## src/rtl/color_mapper_if.sv

```systemverilog
// color_mapper_if: pixel, mode, frame and palette-write inputs plus the colour output of the colour mapper.
interface color_mapper_if #(
    parameter int CW      = 10,
    parameter int COORD_W = 11
);
    logic               enable;
    logic [1:0]         px_class;
    logic [1:0]         mode;
    logic [COORD_W-1:0] x;
    logic [COORD_W-1:0] y;
    logic               frame_start;
    logic               pal_we;
    logic [1:0]         pal_addr;
    logic [3*CW-1:0]    pal_wdata;
    logic [3*CW-1:0]    color_data;
    logic               color_valid;
    modport master (
        output enable, px_class, mode, x, y, frame_start, pal_we, pal_addr, pal_wdata,
        input  color_data, color_valid
    );
    modport slave (
        input  enable, px_class, mode, x, y, frame_start, pal_we, pal_addr, pal_wdata,
        output color_data, color_valid
    );
endinterface

```

## src/rtl/color_mapper.sv

```systemverilog
// color_mapper: 2-stage pixel colouriser with a writable 4-entry palette and palette/invert/gradient/blink modes.
module color_mapper #(
    parameter int CW           = 10,
    parameter int COORD_W      = 11,
    parameter int BLINK_FRAMES = 30
) (
    input logic          clk,
    input logic          rst,
    color_mapper_if.slave bus
);
    localparam int W  = 3 * CW;
    localparam int FW = $clog2(BLINK_FRAMES + 1);
    localparam logic [FW-1:0] LAST = FW'(BLINK_FRAMES - 1);

    function automatic logic [CW-1:0] top4(input logic [3:0] v);
        return CW'(v) << (CW - 4);
    endfunction

    logic [W-1:0]       pal [4];
    logic [FW-1:0]      cnt;
    logic               phase;
    logic               s1_valid;
    logic [1:0]         s1_mode;
    logic [1:0]         s1_cls;
    logic [COORD_W-1:0] s1_y;
    logic [W-1:0]       s1_col;
    logic [W-1:0]       s1_bg;
    logic [CW-1:0]      grad_b;
    logic               blank;
    logic [W-1:0]       nxt;

    always_ff @(posedge clk or posedge rst)
        if (rst) begin
            pal[0] <= {top4(4'hD), top4(4'h5), top4(4'h3)};
            pal[1] <= '1;
            pal[2] <= {{CW{1'b0}}, {CW{1'b1}}, {CW{1'b0}}};
            pal[3] <= {top4(4'h8), top4(4'h8), top4(4'h8)};
        end else if (bus.pal_we)
            pal[bus.pal_addr] <= bus.pal_wdata;

    // blink_phase flips each time the counter wraps
    always_ff @(posedge clk or posedge rst)
        if (rst) begin
            cnt   <= '0;
            phase <= 1'b0;
        end else if (bus.frame_start) begin
            cnt   <= (cnt == LAST) ? '0 : cnt + 1'b1;
            phase <= phase ^ (cnt == LAST);
        end

    always_ff @(posedge clk)
        if (bus.enable) begin
            s1_mode <= bus.mode;
            s1_cls  <= bus.px_class;
            s1_y    <= bus.y;
            s1_col  <= pal[bus.px_class];
            s1_bg   <= pal[0];
        end

    always_comb begin
        grad_b = |(s1_y >> CW) ? '1 : CW'(s1_y);
        blank  = phase && (s1_cls == 2'd1 || s1_cls == 2'd2);
        nxt    = !s1_valid      ? '0 :
                 s1_mode == 2'd0 ? s1_col :
                 s1_mode == 2'd1 ? ~s1_col :
                 s1_mode == 2'd2 ? (s1_cls == 2'd0 ? {s1_bg[W-1:CW], grad_b} : s1_col) :
                 blank           ? s1_bg : s1_col;
    end

    always_ff @(posedge clk or posedge rst)
        if (rst) begin
            s1_valid        <= 1'b0;
            bus.color_valid <= 1'b0;
            bus.color_data  <= '0;
        end else begin
            s1_valid        <= bus.enable;
            bus.color_valid <= s1_valid;
            bus.color_data  <= nxt;
        end
endmodule

```

## src/flat_wrapper.sv

```systemverilog
// flat-port wrapper written by rule: the top's interface ports become plain ports
module color_mapper_flat 
#(
    parameter int CW           = 10,
    parameter int COORD_W      = 11,
    parameter int BLINK_FRAMES = 30
)
  (clk, rst, bus_enable, bus_px_class, bus_mode, bus_x, bus_y, bus_frame_start, bus_pal_we, bus_pal_addr, bus_pal_wdata, bus_color_data, bus_color_valid);
  color_mapper_if #(.CW(CW), .COORD_W(COORD_W)) bus_i ();
  input logic clk;
  input logic rst;
  input wire logic [$bits(bus_i.enable)-1:0] bus_enable;
  input wire logic [$bits(bus_i.px_class)-1:0] bus_px_class;
  input wire logic [$bits(bus_i.mode)-1:0] bus_mode;
  input wire logic [$bits(bus_i.x)-1:0] bus_x;
  input wire logic [$bits(bus_i.y)-1:0] bus_y;
  input wire logic [$bits(bus_i.frame_start)-1:0] bus_frame_start;
  input wire logic [$bits(bus_i.pal_we)-1:0] bus_pal_we;
  input wire logic [$bits(bus_i.pal_addr)-1:0] bus_pal_addr;
  input wire logic [$bits(bus_i.pal_wdata)-1:0] bus_pal_wdata;
  output wire logic [$bits(bus_i.color_data)-1:0] bus_color_data;
  output wire logic [$bits(bus_i.color_valid)-1:0] bus_color_valid;
  assign bus_i.enable = bus_enable;
  assign bus_i.px_class = bus_px_class;
  assign bus_i.mode = bus_mode;
  assign bus_i.x = bus_x;
  assign bus_i.y = bus_y;
  assign bus_i.frame_start = bus_frame_start;
  assign bus_i.pal_we = bus_pal_we;
  assign bus_i.pal_addr = bus_pal_addr;
  assign bus_i.pal_wdata = bus_pal_wdata;
  assign bus_color_data = bus_i.color_data;
  assign bus_color_valid = bus_i.color_valid;
  color_mapper #(.CW(CW), .COORD_W(COORD_W), .BLINK_FRAMES(BLINK_FRAMES)) u_core (.clk(clk), .rst(rst), .bus(bus_i));
endmodule
```

## config.mk

```make
export PLATFORM = sky130hd
export DESIGN_NAME = color_mapper_flat
export DESIGN_NICKNAME = d
export VERILOG_FILES = /design/src/rtl/color_mapper_if.sv /design/src/rtl/color_mapper.sv /design/src/flat_wrapper.sv
export SDC_FILE = /design/constraint.sdc
export NUM_CORES = 1
export LEC_CHECK = 0
export CAP_MARGIN = 30
export CELL_PAD_IN_SITES_DETAIL_PLACEMENT = 1
export CELL_PAD_IN_SITES_GLOBAL_PLACEMENT = 2
export CORE_ASPECT_RATIO = 1.75
export CORE_UTILIZATION = 33
export CTS_BUF_LIST = sky130_fd_sc_hd__clkbuf_4
export DETAILED_ROUTE_END_ITERATION = 8
export PLACE_DENSITY = 0.68
export SYNTH_ARGS = -nofsm -noshare
export SYNTH_HDL_FRONTEND = slang
export SYNTH_SLANG_ARGS = --single-unit
```

## constraint.sdc

```tcl
create_clock -name clk -period 6 [get_ports clk]
set_clock_uncertainty 0.2 [all_clocks]
set_input_delay 0.6 -clock clk [delete_from_list [all_inputs] [get_ports clk]]
set_output_delay 0.6 -clock clk [all_outputs]
set_load 0.02 [all_outputs]
```

Yosys cells after proc, flatten, opt, wreduce, memory -nomap -nowiden
Index checks and enable logic that the tools add are counted.
{"block": "classes", "addsub": 1, "n_lt_le_gt_ge": 3, "eq_ne": 5, "mux": 14, "bitwise": 4, "n_reduce_logical": 5}
{"operator": "$mux 30", "count": 9}
{"operator": "$bwmux 120", "count": 1}
{"operator": "$bmux 30 s2", "count": 1}
{"operator": "$demux 30 s2", "count": 1}
{"operator": "$not 30->30", "count": 1}
{"operator": "$mux 10", "count": 1}
{"operator": "$ge 3x3->1 const B", "count": 2}
{"operator": "$not 2->3", "count": 2}
{"operator": "$add 5x1->5 const B", "count": 1}
{"operator": "$eq 5x5->1 const B", "count": 1}
{"operator": "$mux 5", "count": 1}
{"operator": "$eq 2x1->1 const B", "count": 2}
{"operator": "$eq 2x2->1 const B", "count": 2}
{"operator": "$logic_not 2->1", "count": 2}
{"operator": "$lt 3x1->1 const B", "count": 1}
{"operator": "$logic_and 1x1->1", "count": 2}
{"operator": "$logic_or 1x1->1", "count": 1}
{"operator": "$xor 1x1->1", "count": 1}
{"block": "totals", "regBits": 233, "out_inout_bits": 31, "elab_cells": 46}

Depth between registers and ports, before layout
Gate-level depths: netlist of the first run.
{"block": "logic_depth", "ltp_word": 8, "mapped_depth": 7, "depth_no_buf": 5}

Worst setup path after synthesis of the first run
OpenSTA, ideal clock, no wires.
{"block": "synth_path", "kind": "input-to-reg", "from": "input port bus_px_class[0]", "to": "register u_core.s1_col[0] (data pin)", "setup_time_ns": 0.272, "arrival_ns": 1.384, "slack_ns": 4.144, "cell_stages": 2, "n_path_buf": 1, "cell_sequence": "buf_2 > mux4_2"}
{"block": "synth_via", "elab_chain_len": 4}
{"element": "start: declaration", "line_no": "flat_wrapper.sv:13", "source": "input wire logic [$bits(bus_i.px_class)-1:0] bus_px_class;"}
{"element": "$not 2->3 (not written as such)", "line_no": "color_mapper.sv:56", "source": "s1_col <= pal[bus.px_class];"}
{"element": "$bmux 30 s2", "line_no": "color_mapper.sv:56"}
{"element": "$mux 30 (not written as such) (2 in series)", "line_no": "color_mapper.sv:56"}
{"element": "end signal: assignment", "line_no": "color_mapper.sv:56"}
{"element": "end: declaration", "line_no": "color_mapper.sv:26", "source": "logic [W-1:0] s1_col;"}
No other way between the ends. The select of a mux whose other input is x is not followed.
A chain may end at the register's enable or synchronous reset.

Worst setup path after layout of the first run
{"block": "layout_path", "from": "register u_core.s1_mode[0]", "to": "register u_core.bus.color_data[8]"}
{"block": "layout_via", "elab_chain_len": 5}
{"element": "start: declaration", "line_no": "color_mapper.sv:23", "source": "logic [1:0] s1_mode;"}
{"element": "start signal: assignment", "line_no": "color_mapper.sv:53", "source": "s1_mode <= bus.mode;"}
{"element": "$eq 2x2->1", "line_no": "color_mapper.sv:66", "source": "s1_mode == 2'd2 ? (s1_cls == 2'd0 ? {s1_bg[W-1:CW], grad_b} : s1_col) :"}
{"element": "$mux 30", "line_no": "color_mapper.sv:66"}
{"element": "$mux 30", "line_no": "color_mapper.sv:65", "source": "s1_mode == 2'd1 ? ~s1_col :"}
{"element": "$mux 30 *", "line_no": "color_mapper.sv:64", "source": "s1_mode == 2'd0 ? s1_col :"}
{"element": "$mux 30 *", "line_no": "color_mapper.sv:63", "source": "nxt = !s1_valid ? '0 :"}
{"element": "net u_core.nxt[8]", "line_no": "color_mapper.sv:30", "source": "logic [W-1:0] nxt;"}
{"element": "end signal: assignment", "line_no": "color_mapper.sv:78", "source": "bus.color_data <= nxt;"}
{"element": "end: declaration", "line_no": "color_mapper_if.sv:23", "source": "output color_data, color_valid"}
The timed path passes the listed nets; every way through them passes the cells marked *.

==> flow_summary.toml, run 1 <==
[final_layout]
num-nets-final = 844
syn_to_final_growth_pct = 19.3
final_util_pct = 40.3
drive_above_1_share_pct = 41.2
n_fill_cell = 3114

[critical_path]
end_kind = "flop"
worstPathArrival_ns = 2.94
critPathLaunchType = "flop"
path_class = "reg -> reg"
crit_fanout = 42
required_ns = 6.27

[clock_tree]
cts_resized = 0
numCtsBuffers = 58
cts_tree = "done"
clk_pin_slew_ns = 0.07
cts_root_buf = "clkbuf_4"
cts_setup_buffers = 0
htree_levels = 2
hold_buffers = 0
insertion_delay_ns = 0.72
clock-sinks = 233
clockBufferDepth = 3

[die]
core_um2 = 30300
pin_count = 94
rows = 84
dieArea_um2 = 31700
die_h_um = 235
start_util_pct = 33.8
die_w_um = 135

[sta]
relSlewSlack_pct = 47.9
min_period_over_period_pct = 44.6
finalHoldViolCount = 0
max_slew.worst_pin.slew_ns = 0.780
drv_slew = 0
setup_violations = 0
clock.fmax_mhz = 374
rsz0062_at_grt = "no"
finalSetupTns_ns = 0
fin_crit_ns = 2.67

[routing]
drt-total-wl_um = 25600
antenna_left = 0
drt_iter0_drc = 216
wl_per_cell_um = 21.1
vias = 6272
dr.pass1.iters = 4
drc_errors = 0
via_per_inst = 5.16

[synth]
yosysSeqAreaShare_pct = 61.3
synth_ff_type = "dfrtp_1"
async_reset_ff_share_pct = 67.8
yosys-top-cells-area = "dfrtp_1 26%, edfxtp_1 22%, mux2_2 13%"
avgSynthCellArea_um2 = 15.3
synth_cell_types = 40
synth.cell_area_um2 = 10200
yosysMostFrequentCell = "mux2_2"
synth.top_cell.area_share_pct = 26.4
yosysWarnings = 0
synth_commonest_cells = "120 x mux2_2, 108 x dfrtp_1, 75 x edfxtp_1"
syn_inst = 670
synth_area_leader_cell = "dfrtp_1"
syn-num-nets = 736
yosys_register_bits = 233
synth_edf_count = 75

[global_routing]
grt_start_max_net_pins = 106
grt_pass1_wl_um = 40800
grt_usage_pct = 17.0
grt-ovfl-total = 0
antenna_found_initial = 1
grt_pass1_vias = 7349

[power]
power_density_nw_per_um2 = 342
p_comb_share_pct = 18.0
p_seq_share_pct = 51.1
p_sw_mw = 1.14
sw_frac_of_total_pct = 27.4
power.share.clock_pct = 30.9
intPower_mw = 3.03
ir_drop_uv = 115
leakagePower_nw = 4.67

[place]
gp_congestion = 0.719
io_buffer_count = 82
dp.final_hpwl_um = 15900

[status]
status = "finished clean"

[flow_run]
drv_cap = 0

[min_path]
hp-class = "in -> async"
## metal layers
metal  track usage, %  wire (um)  vias up
met3             3.19       1080       61
met5                0          0        -
met2             31.5      14400      153
met1             17.9       9240     3254
met4             8.21        891        0
li1                 -          -     2804
## cells in the final DEF (no fill, tap or decap), types with 9 or more instances in the layout
cell type,n
nor2_1,20
dfstp_2,50
a21bo_2,21
xnor2_1,20
mux2_2,120
o21ai_0,9
clkinv_1,20
a21oi_1,21
clkbuf_4,85
o31a_1,20
nand3_1,26
a32o_1,19
mux4_2,30
buf_4,14
clkdlybuf4s50_1,79
dfrtp_1,108
edfxtp_1,75
nand2_1,9
## through the flow
step                instance area [um2]  worst slack [ns]  cells  hold slack (ns)  power [mW]
finish                            12200              3.33   1215           0.0814        4.18
global route                      12200              3.23   1215           0.0396        4.41
CTS                               12200              3.27   1213           0.0826        4.25
detailed placement                11400              3.20   1104            0.260        2.93
global placement                  11400              2.99   1101            0.246        2.84
floorplan                         10200              1.02    670            0.189        2.63
## cell type report
cell class	instances	area [um2]	area share (%)
Sequential cell	233	6270	51.4
Multi-Input combinational cell	377	3670	30.1
Timing Repair Buffer	99	1010	8.26
Clock buffer	85	638	5.23
Tap cell	387	484	3.97
Clock inverter	24	93.8	0.769
Inverter	9	38.8	0.318
Antenna cell	1	2.50	0.0205
## final timing paths
check,startpoint,to,slack [ns],cells after the start
worst max-delay path,u_core.s1_mode[0],u_core.bus.color_data[8],3.33,5
worst min-delay path,rst,u_core.pal[5],0.08,2
worst max register to register,u_core.s1_mode[0],u_core.bus.color_data[8],3.33,5
worst min register to register,u_core.pal[93],u_core.s1_bg[3],0.25,0
max in group asynchronous,rst,u_core.pal[114],4.06,4
min in group clk,bus_enable,u_core.s1_bg[13],0.14,1
## worst max-delay path, stage by stage (launching register included)
cell	delay (ns)
edfxtp_1	0.33
buf_4	0.55
nand2_1	0.13
buf_4	0.26
o21ai_0	0.65
a221oi_1	0.27
## power by group through the flow
stage / Combinational [mW] / Sequential (mW) / Clock (mW)
2_1_floorplan: 0.490 / 2.14 / 0
6_report: 0.750 / 2.14 / 1.29
4_1_cts: 0.764 / 2.14 / 1.35
3_3_place_gp: 0.713 / 2.13 / 0
5_1_grt: 0.813 / 2.17 / 1.43
3_5_place_dp: 0.762 / 2.17 / 0
## cells by family after synthesis
kind of cell,count (synthesis),share of synthesized area [%]
XOR/XNOR,25,2.14
buffers and inverters,60,2.96
AND/OR/NAND/NOR,79,3.90
AO/OA/AOI/OAI,119,9.43
flip-flops,233,61.3
adder cells (fa/ha/maj),3,0.367
multiplexers,151,19.9
## flip-flops by register name, indices dropped and copies added, names as in the netlist
| register | cells |
|---|---|
| u_core.bus.color_valid | 1 |
| u_core.s1_col | 30 |
| u_core.s1_cls | 2 |
| u_core.cnt | 5 |
| u_core.pal | 120 |
| u_core.bus.color_data | 30 |
| u_core.s1_valid | 1 |
| u_core.s1_bg | 30 |
| u_core.s1_mode | 2 |
| u_core.phase | 1 |
| u_core.s1_y | 11 |
No activity file was read; power rests on OpenSTA's default activity.
==> run 2, diff against run 1 <==
Settings changed: PLACE_DENSITY 0.68 to 0.71.
Clock period 6 ns to 2.4 ns, I/O delays scaled along.
==> run 2 against run 1 <==
Effect of this change: sequential power grew to 2.5 times the previous value; combinational power grew to 2.5 times the previous value; critical endpoint is now u_core.bus.color_data[0]; non-clock buffer count is 30 higher; worst hold slack worse by 0.017 ns; critical path type unchanged; sequential cell count stayed put.
==> flow_summary.toml, run 2 (synthesized netlist as in run 1, its figures left out) <==
[final_layout]
num-nets-final = 870
largest_register_ffs = 120
drive_above_1_share_pct = 41.9
syn_to_final_growth_pct = 22.3
final_common_cell = "mux2_2"
final_cell_area_um2 = 12500
largest_register = "u_core.pal"
final_cell_mix = "120 x mux2_2, 108 x dfrtp_1, 87 x clkbuf_4"

[clock_tree]
insertion_delay_ns = 0.69
cts_setup_buffers = 0
cts_resized = 0
clockBufferDepth = 3
clock-sinks = 233
hold_buffers = 18
cts_tree = "done"
htree_levels = 2
numCtsBuffers = 54
cts_root_buf = "clkbuf_4"
clk_pin_slew_ns = 0.07

[power]
ir_drop_uv = 337
leakagePower_nw = 4.82
power_density_nw_per_um2 = 842

[sta]
whs_ns = 0.0644
min_period_over_period_pct = 91.3
finalSetupTns_ns = 0
fin_crit_ns = 2.19
finalHoldViolCount = 0
relSlewSlack_pct = 46.8
setup_violations = 0
drv_slew = 0
rsz0062_at_grt = "no"
clock.fmax_mhz = 456
max_slew.worst_pin.slew_ns = 0.790

[critical_path]
crit_fanout = 17
critPathLaunchType = "flop"
end_kind = "flop"
crit_path_max_incr_delay_ns = 0.64
path_class = "reg -> reg"
required_ns = 2.74
worst_path_max_delay_cell = "edfxtp_1"
worstPathArrival_ns = 2.53
crit_chain = "buf_4, nor2b_1, a32oi_1, a41oi_1"

[global_routing]
grt_pass1_wl_um = 40300
antenna_found_initial = 1
grt_use_met2_pct = 30.5
grt-ovfl-total = 0
use_met1_pct = 17.8
grt_pass1_vias = 7331
busiest_layer = "met2"
grt_start_max_net_pins = 64
use_met3_pct = 3.13
grt_usage_pct = 16.6

[routing]
drc_errors = 0
drt_iter0_drc = 235
dr.pass1.iters = 6
via_per_inst = 5.12
vias = 6336
antenna_left = 0
drt-total-wl_um = 24600
wl_per_cell_um = 19.9

[die]
core_um2 = 30300
dieArea_um2 = 31700
start_util_pct = 33.8
rows = 84
pin_count = 94
die_h_um = 235
die_w_um = 135

[place]
io_buffer_count = 82
gp_congestion = 0.722
dp.final_hpwl_um = 16200
placed_area_um2 = 11600

[min_path]
hp-class = "in -> reg"

[status]
status = "finished clean"

[flow_run]
drv_cap = 0
## run 2: worst paths after layout
path | from | to | slack, ns | cells after the start
setup / recovery | u_core.s1_mode[0] | u_core.bus.color_data[0] | 0.21 | 4
hold / removal | bus_pal_wdata[2] | u_core.pal[2] | 0.06 | 2
setup reg to reg | u_core.s1_mode[0] | u_core.bus.color_data[0] | 0.21 | 4
hold reg to reg | u_core.pal[114] | u_core.s1_bg[24] | 0.27 | 0
max in group asynchronous | rst | u_core.pal[49] | 1.06 | 4
min in group asynchronous | rst | u_core.pal[91] | 0.24 | 3
## run 2: layout make-up
type	instances	area [um2]
fillers	3120	17800
flip-flops and latches	233	6270
clock inverters	14	85.1
well taps	387	484
clock buffers	87	653
diodes	1	2.50
inverters	9	37.5
repair buffers	129	1310
multi-input cells	377	3660
## run 2: critical path: cells and delay by family (launching register included)
family	cells	cell delay, ns
flip-flops	1	0.64
AND/OR/NAND/NOR	1	0.42
AO/OA/AOI/OAI	2	0.48
buffers and inverters	1	0.32
## run 2: through the flow
step	setup slack, ns	cells	utilization, %	total power [mW]
after floorplan	-0.0000449	670	-	6.58
after global placement	0.306	1117	38.3	7.14
after detailed placement	0.254	1117	38.3	7.33
after CTS	0.214	1236	41.3	10.7
after global routing	0.178	1237	41.3	11.1
final	0.208	1237	41.3	10.5
## run 2: where the power goes
group	leakage, nW	internal (mW)	switching (mW)
combinational	1.80	1.05	0.859
sequential	2.58	4.95	0.399
clock	0.449	1.76	1.52
## run 2: layer usage
metal	up-vias	part of all wire (%)
li1	2857	-
met1	3276	37
met2	144	56
met3	59	3.3
met4	0	3.4
met5	-	0
==> run 3, diff against run 2 <==
Settings changed: CAP_MARGIN 30 to 25.
==> results of run 3 <==
No change in the layout: final DEF, timing and power equal those of run 2.
==> RTL change 1, RTL diff (settings of run 3) <==
Make the reset (`rst`) synchronous in 3 clocked blocks.
--- a/src/rtl/color_mapper.sv
+++ b/src/rtl/color_mapper.sv
@@ -29,7 +29,7 @@
     logic               blank;
     logic [W-1:0]       nxt;
 
-    always_ff @(posedge clk or posedge rst)
+    always_ff @(posedge clk)
         if (rst) begin
             pal[0] <= {top4(4'hD), top4(4'h5), top4(4'h3)};
             pal[1] <= '1;
@@ -39,7 +39,7 @@
             pal[bus.pal_addr] <= bus.pal_wdata;
 
     // blink_phase flips each time the counter wraps
-    always_ff @(posedge clk or posedge rst)
+    always_ff @(posedge clk)
         if (rst) begin
             cnt   <= '0;
             phase <= 1'b0;
@@ -67,7 +67,7 @@
                  blank           ? s1_bg : s1_col;
     end
 
-    always_ff @(posedge clk or posedge rst)
+    always_ff @(posedge clk)
         if (rst) begin
             s1_valid        <= 1'b0;
             bus.color_valid <= 1'b0;
Function: differs if rst is asserted again (counterexample within 4 cycles, from zero or initial values and one cycle with rst high); with rst held inactive, the same outputs for 4 cycles.
==> RTL change 1 against run 3 <==
Register-to-register slack improved by 0.22 ns. Global-route usage is 0.62 points lower. Setup slack gained 0.097 ns. Maximum frequency grew 4.6%. Area after synthesis shrank 0.54%. Cell count grew 2.3%. Routed wire length fell by 2.0%. Sequential cell count did not move. Design area shrank 1.0%. Critical path type is now register to output pin.
Power is not compared: it rests on default switching activity, and its combinational part moved more than twofold at a synthesized area within 25%.
==> RTL change 1: results (changes against run 3) <==
- Max frequency: 0.477 GHz (+4.6%)
- GRT met1 Usage: 17.9% (+0.056 points)
- Number of synthesized flops with an enable pin: 195 (+160%)
- FF-to-FF End: u_core.bus.color_data[15]
- Crit path from: u_core.bus.color_data[5]
- Worst slack, placed: 0.0279 ns (-0.226 ns)
- Syn Area/Cell: 14.4 um2 (-5.9%)
- WL met2: 12800 um (-7.7%)
- Detailed Place HPWL: 15700 um (-2.5%)
- DR WL/cell: 19.1 um (-4.2%)
- DRT Wirelength: 24100 um (-2.0%)
- Via count: 6264 (-1.1%)
- Share of async-settable or async-resettable flops after synthesis: 0% (-68 points)
- First-pass GRT wire length: 38400 um (-4.9%)
- Reg-to-reg startpoint: u_core.s1_cls[0]
- Crit path capture: bus_color_data[5]
- Total track usage: 15.9% (-0.62 points)
- R2R setup slack: 0.43 ns (+0.22 ns)
- Dominant register cell in the synthesized netlist: edfxtp_1
- Worst Path Arrival: 1.65 ns (-0.88 ns)
- Syn Nets: 774 (+5.2%)
- Final #Nets: 904 (+3.9%)
- R2R depth: 6 (+2)
- Largest net degree at the start of global routing: 63 (-1.6%)
- Met3 Track Usage GR: 2.66% (-0.47 points)
- Met1 Wirelength: 9750 um (+6.6%)
- Hold EP: u_core.pal[2][13]
- Status: completed
- DR WL met3: 861 um (+5.1%)
- Hold_sp: bus_pal_wdata[13]
- Max incr delay on CP: 0.62 ns (-0.02 ns)
- Most frequent cells after synthesis: edfxtp_1, and2_1, nand2b_1
- Worst-Margin Slew: 0.856 ns (+0.0664 ns)
- Hold_ws: 0.0548 ns (-0.00953 ns)
- CP max-delay cell: clkdlybuf4s50_1
- Post-synthesis sequential area ratio: 65.0% (+3.8 points)
- Cts bufs inserted: 53 (-1.9%)
- Met2 usage: 29.2% (-1.2 points)
-- RTL change 1: cell type report --
cell class | count | area, um2
fillers | 3104 | 17800
repair buffers | 129 | 1310
multi-input cells | 417 | 3250
flip-flops and latches | 233 | 6620
clock inverters | 13 | 81.3
inverters | 4 | 15.0
diodes | 1 | 2.50
well taps | 387 | 484
clock buffers | 82 | 616
-- RTL change 1: logic make-up (layout without fill, tap and decap cells) --
group,after synthesis,in the layout,synth area share (%)
mux,30,30,6.64
other cells,0,1,0
fa+ha+maj,3,3,0.369
buf+inv,58,228,3.05
compound gates,127,127,8.77
simple gates,224,224,13.3
xor+xnor,33,33,2.84
flops,233,233,65.0
-- RTL change 1: power by group through the flow --
stage	Clock (mW)	Sequential, mW	Combinational (mW)
3_5_place_dp	0	4.93	0.940
4_1_cts	3.32	4.84	0.967
5_1_grt	3.48	4.87	1.04
3_3_place_gp	0	4.90	0.899
6_report	3.20	4.84	0.951
2_1_floorplan	0	4.89	0.535
==> RTL change 2, RTL diff (settings of run 3) <==
Made on the original files. `CW` is set to 10 in 3 places; all go to 11.
--- a/src/rtl/color_mapper_if.sv
+++ b/src/rtl/color_mapper_if.sv
@@ -1,6 +1,6 @@
 // color_mapper_if: pixel, mode, frame and palette-write inputs plus the colour output of the colour mapper.
 interface color_mapper_if #(
-    parameter int CW      = 10,
+    parameter int CW      = 11,
     parameter int COORD_W = 11
 );
     logic               enable;
--- a/src/rtl/color_mapper.sv
+++ b/src/rtl/color_mapper.sv
@@ -1,6 +1,6 @@
 // color_mapper: 2-stage pixel colouriser with a writable 4-entry palette and palette/invert/gradient/blink modes.
 module color_mapper #(
-    parameter int CW           = 10,
+    parameter int CW           = 11,
     parameter int COORD_W      = 11,
     parameter int BLINK_FRAMES = 30
 ) (
--- a/src/flat_wrapper.sv
+++ b/src/flat_wrapper.sv
@@ -1,7 +1,7 @@
 // flat-port wrapper written by rule: the top's interface ports become plain ports
 module color_mapper_flat 
 #(
-    parameter int CW           = 10,
+    parameter int CW           = 11,
     parameter int COORD_W      = 11,
     parameter int BLINK_FRAMES = 30
 )
Interface: changed (resized bus_color_data and bus_pal_wdata); port bits go from 94 to 100. The function was not compared with the original's and may differ.
==> RTL change 2 against run 3 <==
Combinational power rose by 8%. Count of clock-buffer cells in the layout rose by 4. Area after synthesis up 9.3%. Cell count grew 13%. Design area is 11% higher. Total power is 9.3% higher. Sequential cell count is 21 higher. Setup slack hardly changed. Routed wire length grew 12%.
==> RTL change 2: results (changes against run 3) <==
- Initial DRC Count: 193 (-18%)
- Share of async-settable or async-resettable flops after synthesis: 68.1% (+0.30 points)
- CP delay by family, top: buffers and inverters
- R2R setup slack: 0.36 ns (+0.15 ns)
- Status: completed
- Post CTS Setup Buffer Count: 0 (unchanged)
- Post-synthesis sequential area ratio: 61.1% (-0.21 points)
- Number of fill cells: 3337 (+7.0%)
- Final #Nets: 965 (+11%)
- Max reg flops: 132 (+10%)
- Synth Area in XOR/XNOR: 2.58% (+0.44 points)
- Worst Path Arrival: 1.75 ns (-0.78 ns)
- Via count of the first global-routing pass: 7870 (+7.4%)
- Detailed Place HPWL: 17100 um (+5.9%)
- Distinct cell type count after synthesis: 40 (unchanged)
- Most frequent cells after synthesis: mux2_2, dfrtp_1, edfxtp_1
- Largest net degree at the start of global routing: 72 (+13%)
- Compound-cell area share of the yosys netlist: 9.31% (-0.12 points)
- I/O Buffers: 88 (+7.3%)
- CP max-delay cell: clkdlybuf4s50_1
- Via count: 6952 (+9.7%)
- Leakage: 5.32 nW (+10%)
- Syn Nets: 804 (+9.2%)
- DRT Wirelength: 27600 um (+12%)
- Ratio of cells with drive above 1 in the final layout: 39.8% (-2.2 points)
- Cts bufs inserted: 60 (+11%)
- Number of synthesized flops with an enable pin: 81 (+8.0%)
- First-pass GRT wire length: 44100 um (+9.4%)
- Placed cell area: 12700 um2 (+9.5%)
- Adder-cell share of the synthesized area: 0.336% (-0.031 points)
- CP max FO: 1 (-16)
- Gp weighted congestion: 0.683 (-5.3%)
- Dpl cells: 1245 (+11%)
- DR WL/cell: 19.7 um (-1.0%)
- VDD IR max: 0.000268 V (-21%)
- Mux cell area share after synthesis: 20.0% (+0.11 points)
- Hold_ws: 0.0714 ns (+0.00708 ns)
- Worst-skew pair later-pin latency: 0.72 ns (+0.03 ns)
- Drt first pass iters: 4 (-2)
- Max-Slew Margin vs Limit: 56.2% (+9.4 points)
- Fin area: 13900 um2 (+11%)
==> RTL change 2: cell count changes in the layout (fill, tap and decap cells not counted), sizes merged, moves of 7 or more <==
cell,run 3,this run
clkinv,12,20
dfrtp,108,119
dlygate4sd3,18,39
mux2,120,132
nand3,27,34
==> RTL change 2: what timing repair did <==
item	in CTS	in global routing
hold buffers	39	0
hold endpoints to repair	249	0
gates resized for setup	0	0
==> RTL change 2: power by group <==
part / internal (mW) / total [mW] / switching [mW]
logic: 1.15 / 2.07 / 0.917
registers: 5.39 / 5.83 / 0.440
clock network: 1.85 / 3.60 / 1.75
total: 8.40 / 11.5 / 3.11
==> RTL change 2: final cells by class <==
| cell class | instances | area share [%] |
|---|---|---|
| antenna | 1 | 0.0180 |
| inverter | 5 | 0.162 |
| multi-input combinational | 417 | 29.1 |
| sequential | 254 | 49.2 |
| timing repair buffer | 158 | 11.6 |
| clock inverter | 23 | 0.883 |
| clock buffer | 91 | 4.92 |
| tap | 450 | 4.06 |
==> RTL change 2: cells by family (layout without fill, tap and decap cells) <==
kind of cell / after synthesis / in the layout
compound gates: 129 / 129
xor+xnor: 33 / 33
fa+ha+maj: 3 / 3
buf+inv: 64 / 277
flops: 254 / 254
mux: 166 / 166
other cells: 0 / 1
simple gates: 86 / 86
==> RTL change 2: per-stage QoR <==
| stage | worst slack [ns] | setup TNS [ns] |
|---|---|---|
| 5_1_grt | 0.0926 | 0 |
| 3_3_place_gp | 0.277 | 0 |
| 6_report | 0.208 | 0 |
| 4_1_cts | 0.109 | 0 |
| 2_1_floorplan | -0.207 | -24.58 |
| 3_5_place_dp | 0.328 | 0 |
==> RTL change 2: final timing paths <==
| check | startpoint | endpoint | cells past startpoint |
|---|---|---|---|
| max | u_core.bus.color_data[31] | bus_color_data[31] | 1 |
| min | bus_pal_wdata[8] | u_core.pal[107] | 2 |
| max reg2reg | u_core.s1_cls[0] | u_core.bus.color_data[23] | 7 |
| min reg2reg | u_core.pal[99] | u_core.s1_bg[0] | 0 |
| max in group asynchronous | rst | u_core.pal[67] | 4 |
| min in group asynchronous | rst | u_core.bus.color_data[14] | 3 |
==> RTL change 2: per-layer routing <==
| layer | GRT usage [%] | wire [um] | up-vias |
|---|---|---|---|
| li1 | - | - | 3153 |
| met1 | 17.9 | 10500 | 3617 |
| met2 | 31.8 | 15400 | 130 |
| met3 | 3.25 | 1010 | 52 |
| met4 | 6.33 | 703 | 0 |
| met5 | 0 | 0 | - |
